**src/rtl/axi_llc_sram_ctrl_pkg.sv**
```systemverilog
// Shared helpers for the LLC SRAM request controller.
// Read responses are carried as a (rdata, err) struct; its width depends on DataWidth.
package axi_llc_pkg;

    // A counter counting 0..n-1 needs this many bits (never less than one).
    function automatic int unsigned cnt_width(input int unsigned n);
        return (n > 1) ? $clog2(n) : 1;
    endfunction

    // Response record layout for a given data width: {rdata, err}.
    function automatic int unsigned rsp_width(input int unsigned data_width);
        return data_width + 1;
    endfunction

endpackage

```
**src/rtl/axi_llc_sram_ctrl_fifo.sv**
```systemverilog
// Synchronous FIFO with the fifo_v3 interface; holds read responses for the controller.
// Storage resets to zero so the output bus is quiet out of reset.
module fifo_v3 #(
    parameter bit          FALL_THROUGH = 1'b0,
    parameter int unsigned DATA_WIDTH   = 32,
    parameter int unsigned DEPTH        = 8,
    parameter type         dtype        = logic [DATA_WIDTH-1:0],
    localparam int unsigned ADDR_DEPTH  = (DEPTH > 1) ? $clog2(DEPTH) : 1
) (
    input  logic                  clk_i,
    input  logic                  rst_ni,
    input  logic                  flush_i,
    output logic                  full_o,
    output logic                  empty_o,
    output logic [ADDR_DEPTH-1:0] usage_o,
    input  dtype                  data_i,
    input  logic                  push_i,
    output dtype                  data_o,
    input  logic                  pop_i
);
    logic [ADDR_DEPTH-1:0] rd_ptr_q, rd_ptr_d, wr_ptr_q, wr_ptr_d;
    logic [ADDR_DEPTH:0]   cnt_q, cnt_d;
    dtype                  mem_q [DEPTH];
    dtype                  mem_d [DEPTH];
    logic                  do_push, do_pop;

    assign full_o  = (cnt_q == (ADDR_DEPTH+1)'(DEPTH));
    assign empty_o = (cnt_q == '0);
    assign usage_o = cnt_q[ADDR_DEPTH-1:0];
    assign data_o  = (FALL_THROUGH && empty_o) ? data_i : mem_q[rd_ptr_q];
    assign do_push = push_i & ~full_o;
    assign do_pop  = pop_i & ~empty_o;

    always_comb begin
        mem_d    = mem_q;
        rd_ptr_d = rd_ptr_q;
        wr_ptr_d = wr_ptr_q;
        cnt_d    = cnt_q;
        if (do_push) begin
            mem_d[wr_ptr_q] = data_i;
            wr_ptr_d = (wr_ptr_q == ADDR_DEPTH'(DEPTH-1)) ? '0 : wr_ptr_q + 1'b1;
        end
        if (do_pop) begin
            rd_ptr_d = (rd_ptr_q == ADDR_DEPTH'(DEPTH-1)) ? '0 : rd_ptr_q + 1'b1;
        end
        if (do_push && !do_pop)      cnt_d = cnt_q + 1'b1;
        else if (!do_push && do_pop) cnt_d = cnt_q - 1'b1;
        if (flush_i) begin
            rd_ptr_d = '0;
            wr_ptr_d = '0;
            cnt_d    = '0;
        end
    end

    always_ff @(posedge clk_i or negedge rst_ni) begin
        if (!rst_ni) begin
            rd_ptr_q <= '0;
            wr_ptr_q <= '0;
            cnt_q    <= '0;
            for (int i = 0; i < DEPTH; i++) mem_q[i] <= '0;
        end else begin
            rd_ptr_q <= rd_ptr_d;
            wr_ptr_q <= wr_ptr_d;
            cnt_q    <= cnt_d;
            mem_q    <= mem_d;
        end
    end
endmodule

```
**src/rtl/axi_llc_sram_ctrl.sv**
```systemverilog
// Request-side controller in front of an LLC SRAM wrapper: req/gnt conversion, credit-protected
// read response FIFO, optional periodic scrub pulse (enable with AXI_LLC_SRAM_SCRUB_EN).
module axi_llc_sram_ctrl
    import axi_llc_pkg::*;
#(
    parameter int unsigned NumWords      = 1024,
    parameter int unsigned DataWidth     = 128,
    parameter int unsigned ByteWidth     = 8,
    parameter int unsigned NumBanks      = 1,
    parameter int unsigned Latency       = 1,
    parameter int unsigned RspDepth      = 2,
    parameter int unsigned ScrubInterval = 1024,
    localparam int unsigned AddrWidth    = (NumWords > 1) ? $clog2(NumWords) : 1,
    localparam int unsigned BeWidth      = (DataWidth + ByteWidth - 1) / ByteWidth
) (
    input  logic                 clk_i,
    input  logic                 rst_ni,
    input  logic                 req_valid_i,
    output logic                 req_ready_o,
    input  logic                 req_we_i,
    input  logic [AddrWidth-1:0] req_addr_i,
    input  logic [DataWidth-1:0] req_wdata_i,
    input  logic [BeWidth-1:0]   req_be_i,
    output logic                 rsp_valid_o,
    input  logic                 rsp_ready_i,
    output logic [DataWidth-1:0] rsp_rdata_o,
    output logic                 rsp_err_o,
    output logic                 sram_req_o,
    output logic                 sram_we_o,
    output logic [AddrWidth-1:0] sram_addr_o,
    output logic [DataWidth-1:0] sram_wdata_o,
    output logic [BeWidth-1:0]   sram_be_o,
    input  logic                 sram_gnt_i,
    input  logic [DataWidth-1:0] sram_rdata_i,
    input  logic [NumBanks-1:0]  sram_multi_error_i,
    output logic [NumBanks-1:0]  scrub_trigger_o
);
    localparam int unsigned CntWidth = $clog2(RspDepth + 1);
    localparam int unsigned FifoAw   = (RspDepth > 1) ? $clog2(RspDepth) : 1;
    localparam int unsigned RspW     = rsp_width(DataWidth);

    typedef struct packed {
        logic [DataWidth-1:0] rdata;
        logic                 err;
    } rsp_t;

    logic [CntWidth-1:0] inflight_q, inflight_d, occupancy;
    logic [Latency-1:0]  rd_vld_q, rd_vld_d;
    logic                credits_ok, rd_hs, push, pop;
    logic                fifo_full, fifo_empty;
    logic [FifoAw-1:0]   fifo_usage;
    rsp_t                fifo_in, fifo_out;

    // fifo_v3 usage wraps to zero when full, so full is folded back in here.
    assign occupancy  = fifo_full ? CntWidth'(RspDepth) : CntWidth'(fifo_usage);
    assign credits_ok = ((CntWidth+1)'(inflight_q) + (CntWidth+1)'(occupancy)) < (CntWidth+1)'(RspDepth);

    assign sram_req_o   = req_valid_i & (req_we_i | credits_ok);
    assign req_ready_o  = sram_gnt_i & (req_we_i | credits_ok);
    assign sram_we_o    = req_we_i;
    assign sram_addr_o  = req_addr_i;
    assign sram_wdata_o = req_wdata_i;
    assign sram_be_o    = req_be_i;

    assign rd_hs   = req_valid_i & ~req_we_i & req_ready_o;
    assign push    = rd_vld_q[Latency-1];
    assign pop     = rsp_valid_o & rsp_ready_i;
    assign fifo_in = '{rdata: sram_rdata_i, err: |sram_multi_error_i};

    always_comb begin
        rd_vld_d   = Latency'({rd_vld_q, rd_hs});
        inflight_d = inflight_q;
        if (rd_hs && !push)      inflight_d = inflight_q + 1'b1;
        else if (!rd_hs && push) inflight_d = inflight_q - 1'b1;
    end

    always_ff @(posedge clk_i or negedge rst_ni) begin
        if (!rst_ni) begin
            rd_vld_q   <= '0;
            inflight_q <= '0;
        end else begin
            rd_vld_q   <= rd_vld_d;
            inflight_q <= inflight_d;
        end
    end

    // Credits guarantee a push never meets a full FIFO.
    fifo_v3 #(
        .FALL_THROUGH (1'b0),
        .DATA_WIDTH   (RspW),
        .DEPTH        (RspDepth),
        .dtype        (rsp_t)
    ) i_rsp_fifo (
        .clk_i   (clk_i),
        .rst_ni  (rst_ni),
        .flush_i (1'b0),
        .full_o  (fifo_full),
        .empty_o (fifo_empty),
        .usage_o (fifo_usage),
        .data_i  (fifo_in),
        .push_i  (push),
        .data_o  (fifo_out),
        .pop_i   (pop)
    );

    assign rsp_valid_o = ~fifo_empty;
    assign rsp_rdata_o = fifo_out.rdata;
    assign rsp_err_o   = fifo_out.err;

`ifdef AXI_LLC_SRAM_SCRUB_EN
    localparam int unsigned ScrubW = cnt_width(ScrubInterval);
    logic [ScrubW-1:0] scrub_cnt_q, scrub_cnt_d;
    logic              scrub_wrap;

    always_comb begin
        scrub_wrap  = (scrub_cnt_q == ScrubW'(ScrubInterval - 1));
        scrub_cnt_d = scrub_wrap ? '0 : scrub_cnt_q + 1'b1;
    end

    always_ff @(posedge clk_i or negedge rst_ni) begin
        if (!rst_ni) scrub_cnt_q <= '0;
        else         scrub_cnt_q <= scrub_cnt_d;
    end

    assign scrub_trigger_o = {NumBanks{scrub_wrap}};
`else
    assign scrub_trigger_o = '0;
`endif
endmodule

```
**config.mk**
```make
export PLATFORM = sky130hd
export DESIGN_NAME = axi_llc_sram_ctrl
export DESIGN_NICKNAME = d
export VERILOG_FILES = /design/src/rtl/axi_llc_sram_ctrl_pkg.sv /design/src/rtl/axi_llc_sram_ctrl_fifo.sv /design/src/rtl/axi_llc_sram_ctrl.sv
export SDC_FILE = /design/constraint.sdc
export NUM_CORES = 1
export LEC_CHECK = 0
export ABC_AREA = 0
export CORE_AREA = 2 2 222 224
export CTS_CLUSTER_DIAMETER = 200
export CTS_CLUSTER_SIZE = 28
export DETAILED_ROUTE_END_ITERATION = 8
export DIE_AREA = 0 0 224 226
export GPL_TIMING_DRIVEN = 0
export SYNTH_ARGS = -nofsm -noshare
export SYNTH_HDL_FRONTEND = slang
export SYNTH_HIERARCHICAL = 1
export SYNTH_SLANG_ARGS = --single-unit
```
**constraint.sdc**
```tcl
create_clock -name clk_i -period 1.9 [get_ports clk_i]
set_input_delay 0.38 -clock clk_i [delete_from_list [all_inputs] [get_ports clk_i]]
set_output_delay 0.38 -clock clk_i [all_outputs]
set_load 0.03 [all_outputs]
```
==> metrics.md <==
| Metric | Value |
|---|---|
| Run status | `finished with violations` |
| Failing checks | `negative setup slack` |
| Routed length per placed instance | `18.11 um` |
| Post-Route Utilization | `42.27%` |
| Critical-path cell list | `nand2b_4 > inv_4 > inv_4 > nand3_4 > fa_2 > a21oi_4 > nor2b_2 > buf_6` |
| # IOs | `577` |
| Setup crit end kind | `output pin` |
| Worst setup path class | `flop to output pin` |
| Layout fillers | `4462` |
| Post-layout min period | `2542 ps` |
| Area of the multi-input gates | `5231 um2` |
| Setup WS post-layout | `-642.2 ps` |
| Initial DRC Count | `204` |
| Cts bufs inserted | `13` |
| Initial core utilization | `26.38%` |
| Area of the core | `48340 um2` |
| Via count of the first global-routing pass | `9138` |
| Largest net degree at the start of global routing | `112` |
| Slowest stage cell, crit path | `fa_2` |
| Leak pwr | `9.002 nW` |
| Seq cells post-synth | `265` |
| Drt drc | `0` |
| # port buffers | `421` |
| Ratio of cells with drive above 1 in the final layout | `54.71%` |
| Clock Path Buffers | `3` |
| Commonest non-fill, non-tap cell in the layout | `clkdlybuf4s50_1` |
| Via count | `8596` |
| Power density over the cells | `1237 nW/um2` |
| Fin. max-slew vios | `0` |
| Critical path data arrival time | `2160 ps` |
| CTS H-tree depth | `1` |
| Clk pin slew, worst setup/hold paths | `110 ps` |
| Clk sink count | `265` |
| First-pass GRT wire length | `51870 um` |
| Chip height | `226 um` |
| Initial DRT Pass Iterations | `4` |
| Routed vias/inst | `4.222` |
| Hold Fails Final Rpt | `0` |
| Final nets | `1704` |
| Grt ovf | `0` |
| DRT antenna net count | `0` |
| Gate Count Post-Synth | `888` |
| Clock root buffer | `clkbuf_16` |
| Antenna violations before repair | `2` |
| Highest-count cells in the layout ignoring fill and taps | `clkdlybuf4s50_1 (287), dfrtp_1 (262), mux2_2 (179)` |
| RSZ-0062 raised after global routing | `true` |
| Die ar. | `50620 um2` |
| Worst Path Required | `1520 ps` |
| Row count | `81` |
| Slew at the pin closest to its max-slew limit | `652.4 ps` |
| Reg area | `6635 um2` |
| Crit-path most repeated cell | `inv_4` |
| Worst hold path class | `primary input to asynchronous set/reset pin` |
| Area grow syn2layout | `60.24%` |
| Post-place setup slack | `-1283 ps` |
| Finished Cell Area | `20440 um2` |
| Netlist cell types | `31` |
| Period utilization | `133.8%` |
| GR Util All Layers | `13.01%` |
| Finish-stage setup viols | `133` |
| Detailed-placement wirelength estimate | `25160 um` |
| Critical-path maximum fanout | `2` |
| Cell Area, Placed | `17840 um2` |
| Max-Cap Viols | `0` |
| Total power | `25.27 mW` |
| Synth Cell Area | `12750 um2` |
| Peak Freq | `393.4 MHz` |
| Syn Area/Cell | `14.36 um2` |
| Clk_skew | `26.16 ps` |
| Clock latency on the worst-skew pair | `520 ps` |
| Max transition margin | `56.50%` |
| DIE WIDTH | `224 um` |
| Crit path launch type | `flop` |
| TritonCTS clock tree | `done` |
| Hold slack | `332.7 ps` |
| CP peak stage delay | `580 ps` |
| VDD IR-drop max | `0.7329 mV` |
| Seq/Total Area, Yosys | `52.00%` |
| Placer congestion estimate | `0.6975` |
| Synthesis warning total | `6` |
| Routed WL | `36870 um` |
registers in the layout, summed over array words and instances (netlist names):
name and count:
i_rsp_fifo/mem_q 258, i_rsp_fifo/rd_ptr_q 1, inflight_q 2, i_rsp_fifo/wr_ptr_q 1
i_rsp_fifo/cnt_q 2, push 1
repair_timing:
action | CTS | global route
hold endpoints to repair | 46 | 0
cloned | 5 | 14
hold buffers | 1 | 0
gates resized for setup | 790 | 494
pin swaps | 5 | 3
setup buffers | 26 | 48
endpoints found under the setup margin | 245 | 242
synth_stat cells, drive strengths merged:
master | number | area, um2
mux2 | 387 | 4358
dfrtp | 265 | 6631
buf | 197 | 1503
inv | 6 | 22.52
a21oi | 4 | 20.02
nor2 | 4 | 15.01
nor2b | 3 | 18.77
nand3 | 2 | 10.01
xnor2 | 2 | 17.52
xor2 | 2 | 17.52
a21boi | 1 | 7.510
a21o | 1 | 7.510
clkbuf | 1 | 3.750
conb | 1 | 3.750
fa | 1 | 20.02
ha | 1 | 12.51
mux2i | 1 | 10.01
nand2b | 1 | 8.760
nand3b | 1 | 7.510
nand4 | 1 | 6.260
nor3 | 1 | 16.27
nor3b | 1 | 7.510
o211ai | 1 | 7.510
o21ai | 1 | 5.000
o21ba | 1 | 10.01
or2 | 1 | 6.260
path summary, 6_finish.rpt:
| kind | from | to | slack (ps) | cells after the start |
|---|---|---|---|---|
| hold / removal | rst_ni | i_rsp_fifo/mem_q[238] | 330 | 2 |
| max in group asynchronous | rst_ni | i_rsp_fifo/mem_q[174] | 590 | 3 |
| min in group clk_i | sram_rdata_i[114] | i_rsp_fifo/mem_q[244] | 480 | 2 |
| setup / recovery | i_rsp_fifo/cnt_q[1] | req_ready_o | -640 | 8 |
| setup reg to reg | i_rsp_fifo/cnt_q[1] | inflight_q[1] | -340 | 11 |
| hold reg to reg | i_rsp_fifo/mem_q[256] | i_rsp_fifo/mem_q[256] | 500 | 1 |
cell families after synthesis:
| logic type | Yosys count | share of synthesized area [%] |
|---|---|---|
| flops | 265 | 52.00 |
| simple gates | 15 | 0.7556 |
| other cells | 1 | 0.02940 |
| xor+xnor | 4 | 0.2747 |
| fa+ha+maj | 2 | 0.2551 |
| compound gates | 9 | 0.4513 |
| mux | 388 | 34.25 |
| buf+inv | 204 | 11.99 |
power by group:
| group | switching, mW | leakage [nW] | internal [mW] |
|---|---|---|---|
| clock | 1.87 | 0.172 | 1.28 |
| sequential | 1.14 | 3.13 | 7.94 |
| combinational | 5.99 | 5.70 | 7.06 |
layout make-up:
| cell class | instances | share of cell area (%) |
|---|---|---|
| clock inverters | 2 | 0.1225 |
| clock buffers | 13 | 1.592 |
| diodes | 1 | 0.01225 |
| plain buffers | 192 | 8.498 |
| repair buffers | 512 | 27.77 |
| multi-input cells | 423 | 25.60 |
| inverters | 6 | 0.1347 |
| well taps | 622 | 3.808 |
| flip-flops and latches | 265 | 32.47 |
layer usage:
metal,routed length (um),GRT usage [%],share of wire (%)
met2,18960,23.76,51
met4,409,1.763,1.1
met1,14970,15.25,41
met3,2503,4.046,6.8
met5,23,0,0.062
metrics by stage:
stage | cells | TNS (ps)
floorplan | 892 | -348.1
global placement | 1935 | -3071280
detailed placement | 1937 | -158390
CTS | 1984 | -65020
global route | 2035 | -66360
finish | 2036 | -53970
worst max-delay path: cells and delay by family, from the launching register on:
kind / cells / cell delay [ps]
simple gates: 3 / 280
fa+ha+maj: 1 / 580
buf+inv: 3 / 240
compound gates: 1 / 80
flops: 1 / 440
Note: power is estimated with default switching activity, not from simulation.
